===== config.mk =====
export PLATFORM = sky130hd
export DESIGN_NAME = uart_rx_monitor
export DESIGN_NICKNAME = d
export VERILOG_FILES = /design/src/rtl/uart_rx_monitor.sv
export SDC_FILE = /design/constraint.sdc
export NUM_CORES = 1
export LEC_CHECK = 0
export ABC_AREA = 1
export CAP_MARGIN = 5
export CORE_MARGIN = 1.5
export CORE_UTILIZATION = 35
export CTS_CLUSTER_DIAMETER = 50
export DETAILED_ROUTE_END_ITERATION = 10
export HOLD_SLACK_MARGIN = 0.15
export REMOVE_ABC_BUFFERS = 1
export SYNTH_ARGS = -nofsm -noshare
export SYNTH_HDL_FRONTEND = slang
export SYNTH_SLANG_ARGS = --single-unit

===== constraint.sdc =====
create_clock -name clock -period 3.3 [get_ports clock]
set_input_delay 0.495 -clock clock [delete_from_list [all_inputs] [get_ports clock]]
set_output_delay 0.495 -clock clock [all_outputs]
set_load 0.01 [all_outputs]

===== src/rtl/uart_rx_monitor.sv =====
// 8N1 receiver for the SoC UART tap. Decoded bytes go into a small FIFO that is
// drained through a valid/ready port. Framing and overflow errors are sticky.
module uart_rx_monitor #(
    parameter int FIFO_DEPTH = 16,
    parameter int DIV_W      = 16
) (
    input  logic                          clock,
    input  logic                          resetb,
    input  logic                          rx_line,
    input  logic [DIV_W-1:0]              clk_div,
    output logic [7:0]                    rx_data,
    output logic                          rx_valid,
    input  logic                          rx_ready,
    output logic [$clog2(FIFO_DEPTH):0]   rx_level,
    output logic                          frame_err,
    output logic                          overflow,
    input  logic                          clr_err,
    output logic                          busy
);
    localparam int AW = $clog2(FIFO_DEPTH);
    localparam int LW = AW + 1;

    typedef enum logic [2:0] {
        ST_BREAK, ST_IDLE, ST_START, ST_DATA, ST_STOP
    } state_t;

    state_t           r_state, w_next;
    logic [1:0]       r_sync;
    logic [1:0]       r_settle;
    logic [DIV_W-1:0] r_cnt, r_div;
    logic [2:0]       r_idx;
    logic [7:0]       r_shift;
    logic [7:0]       r_mem [FIFO_DEPTH];
    logic [AW-1:0]    r_wptr, r_rptr;
    logic [LW-1:0]    r_level;
    logic             r_ferr, r_ovf;

    logic             w_s, w_tick, w_push, w_set_ferr;
    logic             w_pop, w_full, w_wr, w_drop;
    logic [DIV_W-1:0] w_div_eff, w_half;

    assign w_s       = r_sync[1];
    assign w_tick    = (r_cnt == DIV_W'(1));
    assign w_div_eff = (clk_div < DIV_W'(2)) ? DIV_W'(2) : clk_div;
    assign w_half    = w_div_eff >> 1;

    always_ff @(posedge clock or negedge resetb) begin
        if (!resetb) begin
            r_sync   <= 2'b11;
            r_settle <= 2'b00;
        end else begin
            r_sync   <= {r_sync[0], rx_line};
            r_settle <= {r_settle[0], 1'b1};
        end
    end

    always_ff @(posedge clock or negedge resetb) begin
        if (!resetb) r_state <= ST_BREAK;
        else         r_state <= w_next;
    end

    // The synchronizer resets high, so BREAK ignores s until the flops hold real
    // line samples; otherwise a line held low through reset would look idle.
    always_comb begin
        w_next = r_state;
        case (r_state)
            ST_BREAK: if (r_settle[1] && w_s) w_next = ST_IDLE;
            ST_IDLE:  if (!w_s) w_next = ST_START;
            ST_START: if (w_tick) w_next = w_s ? ST_IDLE : ST_DATA;
            ST_DATA:  if (w_tick && r_idx == 3'd7) w_next = ST_STOP;
            ST_STOP:  if (w_tick) w_next = w_s ? ST_IDLE : ST_BREAK;
            default:  w_next = ST_BREAK;
        endcase
    end

    always_comb begin
        busy       = 1'b0;
        w_push     = 1'b0;
        w_set_ferr = 1'b0;
        case (r_state)
            ST_START, ST_DATA: busy = 1'b1;
            ST_STOP: begin
                busy       = 1'b1;
                w_push     = w_tick & w_s;
                w_set_ferr = w_tick & ~w_s;
            end
            default: ;
        endcase
    end

    // Bit timing: the counter expires when it reaches 1, so a load of N puts
    // the sample N cycles after the loading edge's cycle.
    always_ff @(posedge clock or negedge resetb) begin
        if (!resetb) begin
            r_cnt   <= '0;
            r_div   <= DIV_W'(2);
            r_idx   <= '0;
            r_shift <= '0;
        end else begin
            case (r_state)
                ST_IDLE: if (!w_s) begin
                    r_cnt <= w_half;
                    r_div <= w_div_eff;
                end
                ST_START: begin
                    r_cnt <= w_tick ? r_div : r_cnt - DIV_W'(1);
                    if (w_tick) r_idx <= '0;
                end
                ST_DATA: begin
                    r_cnt <= w_tick ? r_div : r_cnt - DIV_W'(1);
                    if (w_tick) begin
                        r_shift[r_idx] <= w_s;
                        r_idx          <= r_idx + 3'd1;
                    end
                end
                ST_STOP: if (!w_tick) r_cnt <= r_cnt - DIV_W'(1);
                default: ;
            endcase
        end
    end

    assign w_pop  = rx_valid & rx_ready;
    assign w_full = (r_level == LW'(FIFO_DEPTH));
    assign w_wr   = w_push & (~w_full | w_pop);
    assign w_drop = w_push & w_full & ~w_pop;

    always_ff @(posedge clock) begin
        if (w_wr) r_mem[r_wptr] <= r_shift;
    end

    always_ff @(posedge clock or negedge resetb) begin
        if (!resetb) begin
            r_wptr  <= '0;
            r_rptr  <= '0;
            r_level <= '0;
        end else begin
            if (w_wr)  r_wptr <= r_wptr + AW'(1);
            if (w_pop) r_rptr <= r_rptr + AW'(1);
            r_level <= r_level + LW'(w_wr) - LW'(w_pop);
        end
    end

    // A new error in the same cycle as clr_err takes priority.
    always_ff @(posedge clock or negedge resetb) begin
        if (!resetb) begin
            r_ferr <= 1'b0;
            r_ovf  <= 1'b0;
        end else begin
            if (w_set_ferr)   r_ferr <= 1'b1;
            else if (clr_err) r_ferr <= 1'b0;
            if (w_drop)       r_ovf  <= 1'b1;
            else if (clr_err) r_ovf  <= 1'b0;
        end
    end

    assign rx_valid  = (r_level != '0);
    assign rx_level  = r_level;
    assign rx_data   = rx_valid ? r_mem[r_rptr] : 8'h00;
    assign frame_err = r_ferr;
    assign overflow  = r_ovf;
endmodule


==> results.yml <==
timing:
  period_minus_slack_ns: 3.14
  setup_viol: 0
  maxSlewViolCount: 0
  fmax_mhz: 319
  tns_ns: 0
  relSlewSlack_pct: 50.2
  rsz0062_at_grt: "no"
  worst_slew_pin_slew_ns: 0.745
  fin_skew_ns: 0.0146
  period_share_pct: 95.1
  hold_viol_final: 0
outcome:
  status: "completed"
die:
  core-area_um2: 25300
  num_rows: 58
  fp.dieArea_um2: 26900
  initial_core_util_pct: 35.8
  die_w_um: 164
  io_pins: 38
  fp.dieH_um: 164
cells_and_area:
  final_nets: 983
  area_delta_synth_final_pct: 16.1
  antennaDiodeCount: 0
  fin_area_um2: 10500
  drive_above_1_share_pct: 10.2
clock_tree:
  h-tree-depth: 4
  clk_path_buf_depth: 2
  numCtsBuffers: 17
  root_buffer: "clkbuf_16"
  cts_sinks: 193
  cts_tree: "yes"
  cts_setup_buffers: 0
  cts.clk_slew.worst_paths_ns: 0.07
  insertion_delay_ns: 0.44
pwr:
  p_per_area_nw_per_um2: 818
  intPower_w: 0.00521
  power_leakage_nw: 4.17
  irDropWorstVdd_mv: 0.477
  p_switching_w: 0.00340
  pwr-share-comb_pct: 39.7
  swShare_pct: 39.5
  p_clk_share_pct: 23.8
  pwr-share-seq_pct: 36.5
detailed_routing:
  drt-total-wl_mm: 21.4
  drt-wirelength-per-cell_um: 16.6
  drc_errors: 0
  via_per_inst: 5.02
  dr.max_layer_used: "met4"
  vias: 6475
  drt_iter0_markers: 447
  wl_met1_mm: 9.84
  wl_met2_mm: 10.2
  firstDrtPassIters: 5
  drt.antenna.violating_nets: 0
  wl_met3_um: 973
placed_design:
  gp_congestion: 0.858
  port_buffers: 37
  hpwl_mm: 14.3
  post_dp_cell_area_um2: 9920
min_path:
  hold_path_depth: 0
  hold_class: "reg2reg"
synth:
  syn_avg_cell_area_um2: 10.1
  async_reset_ff_share_pct: 33.7
  yosysTopAreaCell: "edfxtp_1"
  synth_warnings: 0
  syn_area_um2: 9070
  seq_area_frac_synth_pct: 60.4
  yosys_register_bits: 193
  synth.area.top_cells: "edfxtp_1 42%, dfrtp_1 17%, nand2_1 6.5%"
  synth_edf_count: 128
  synth_cell_types: 41
  syn_inst: 899
  synth_top_area_share_pct: 42.4
  synthFlopType: "edfxtp_1"
critical_path:
  critPathSlowestCell: "dfrtp_4"
  r2r_cells: 17
  cp-start-kind: "flop"
  end_kind: "primary output"
  path_cells: "inv_2, buf_6, nor2_1, o221ai_1, nand3_1, a21oi_1, clkdlybuf4s50_1"
  critPathMaxStageDelay_ns: 0.59
  path_max_fanout: 27
  crit_type: "reg2out"
  critPathRequiredTime_ns: 2.80
  arrival_ns: 2.64
job:
  drv_cap: 0
global_route:
  grt_util_all_layers_pct: 16.8
  gr-total-overflow: 0
  grt_pass1_wl_mm: 34.3
  antenna_found_initial: 0
  grt_pass1_vias: 6240
  grt_max_degree: 68
-- registers in the layout, indices dropped and copies added, names as in the netlist --
name and flops:
frame_err 1, overflow 1, r_cnt 16, r_div 16, r_idx 3, r_mem 128, r_rptr 4, r_settle 2
r_shift 8, r_state 3, r_sync 2, r_wptr 4, rx_level 5
-- cells by family (layout without fill, tap and decap cells) --
logic type / Yosys count / after routing / synth area share [%]
other: 1 / 1 / 0.0414
buffers and inverters: 110 / 170 / 4.80
multiplexers: 2 / 2 / 0.248
adder cells (fa/ha/maj): 16 / 16 / 2.29
AO/OA/AOI/OAI: 164 / 164 / 11.8
flip-flops: 193 / 193 / 60.4
AND/OR/NAND/NOR: 400 / 400 / 19.2
XOR/XNOR: 13 / 13 / 1.26
-- worst paths after layout --
| check | startpoint | to | slack [ns] |
|---|---|---|---|
| worst max-delay path | r_rptr[0] | rx_data[1] | 0.16 |
| worst max register to register | r_cnt[1] | rx_level[4] | 0.28 |
| worst min register to register | r_settle[0] | r_settle[1] | 0.35 |
| max in group asynchronous | resetb | r_sync[0] | 1.94 |
| min in group asynchronous | resetb | r_div[13] | 0.63 |
| worst min-delay path | r_settle[0] | r_settle[1] | 0.35 |
-- cell type report --
cell class | instances | area [um^2]
tap | 330 | 413
inverter | 75 | 282
clock buffer | 17 | 425
multi-input combinational | 596 | 3160
sequential | 193 | 5480
timing repair buffer | 63 | 608
fill | 2470 | 14800
clock inverter | 15 | 161
-- routing by layer --
| layer | up-vias | global-route usage [%] |
|---|---|---|
| met1 | 3124 | 22.6 |
| met4 | 0 | 5.29 |
| met3 | 22 | 2.75 |
| met2 | 146 | 27.5 |
| met5 | - | 0 |
| li1 | 3183 | - |
-- cells in the final DEF (no fill, tap or decap), types with 4 or more instances in the layout --
master           Yosys  final
nand2_1            156    156
nor2_1             136    135
edfxtp_1           128    128
inv_1               70     69
nand3_1             67     67
dfrtp_1             62     61
o21ai_0             60     60
clkdlybuf4s50_1      0     36
o21bai_1            34     34
o221ai_1            24     24
a21oi_1             20     20
buf_4                1     20
clkbuf_16            0     17
ha_1                15     15
xor2_1              11     11
nor2_2               9     10
nand4_1              8      8
o21a_1               8      8
o211ai_1             8      8
nand2_2              7      7
inv_2                3      4
nor2_4               4      4
clkinv_1             2      4
inv_8                0      4
clkinv_8             0      4
inv_6                0      4
-- synthesized netlist by cell type, types with 2 or more instances --
master and number:
nand4_2 2, o221ai_1 24, edfxtp_1 128, dfstp_2 3
o21ai_1 3, clkinv_1 2, inv_2 3, clkbuf_1 18
or2_2 3, nand2_2 7, buf_1 6, xor2_1 11
nor2_4 4, o21a_1 8, o22ai_1 3, nand3_1 67
nand2_1 156, nor2_1 136, ha_1 15, xnor2_1 2
o21bai_1 34, nand3b_1 3, dfrtp_1 62, nand3_2 2
nor2_2 9, buf_2 9, a21oi_4 2, inv_1 70
nand4_1 8, nand2_4 2, a21oi_1 20, o21ai_0 60
o211ai_1 8, mux2_2 2
-- through the flow --
stage	power, W	std cells	worst slack [ns]	utilization (%)	hold slack, ns
final	0.00861	1289	0.161	41.6	0.352
after detailed placement	0.00662	1256	0.304	39.2	0.338
after global routing	0.00922	1289	0.0165	41.6	0.361
after floorplan	0.00535	864	0.00348	-	0.199
after global placement	0.00658	1256	0.352	39.2	0.332
after CTS	0.00869	1289	0.0862	41.5	0.355
-- repair_timing --
action	4_1_cts	5_1_grt
gates cloned	0	0
endpoints found under the hold margin	27	0
endpoints found under the setup margin	1	3
resized for setup	1	2
hold buffers	1	0
-- critical path, delay by kind of cell, from the launching register on --
family                 cells  cell delay, ns
buffers and inverters      3            0.91
flip-flops                 1            0.59
AO/OA/AOI/OAI              2            0.48
AND/OR/NAND/NOR            2            0.22
-- power groups by stage --
stage	clock network (W)	logic [W]	registers, W
CTS	0.00210	0.00345	0.00314
global placement	0	0.00340	0.00317
finish	0.00205	0.00342	0.00314
global route	0.00218	0.00386	0.00318
detailed placement	0	0.00343	0.00319
floorplan	0	0.00211	0.00324
(Power assumes the default switching activity.)
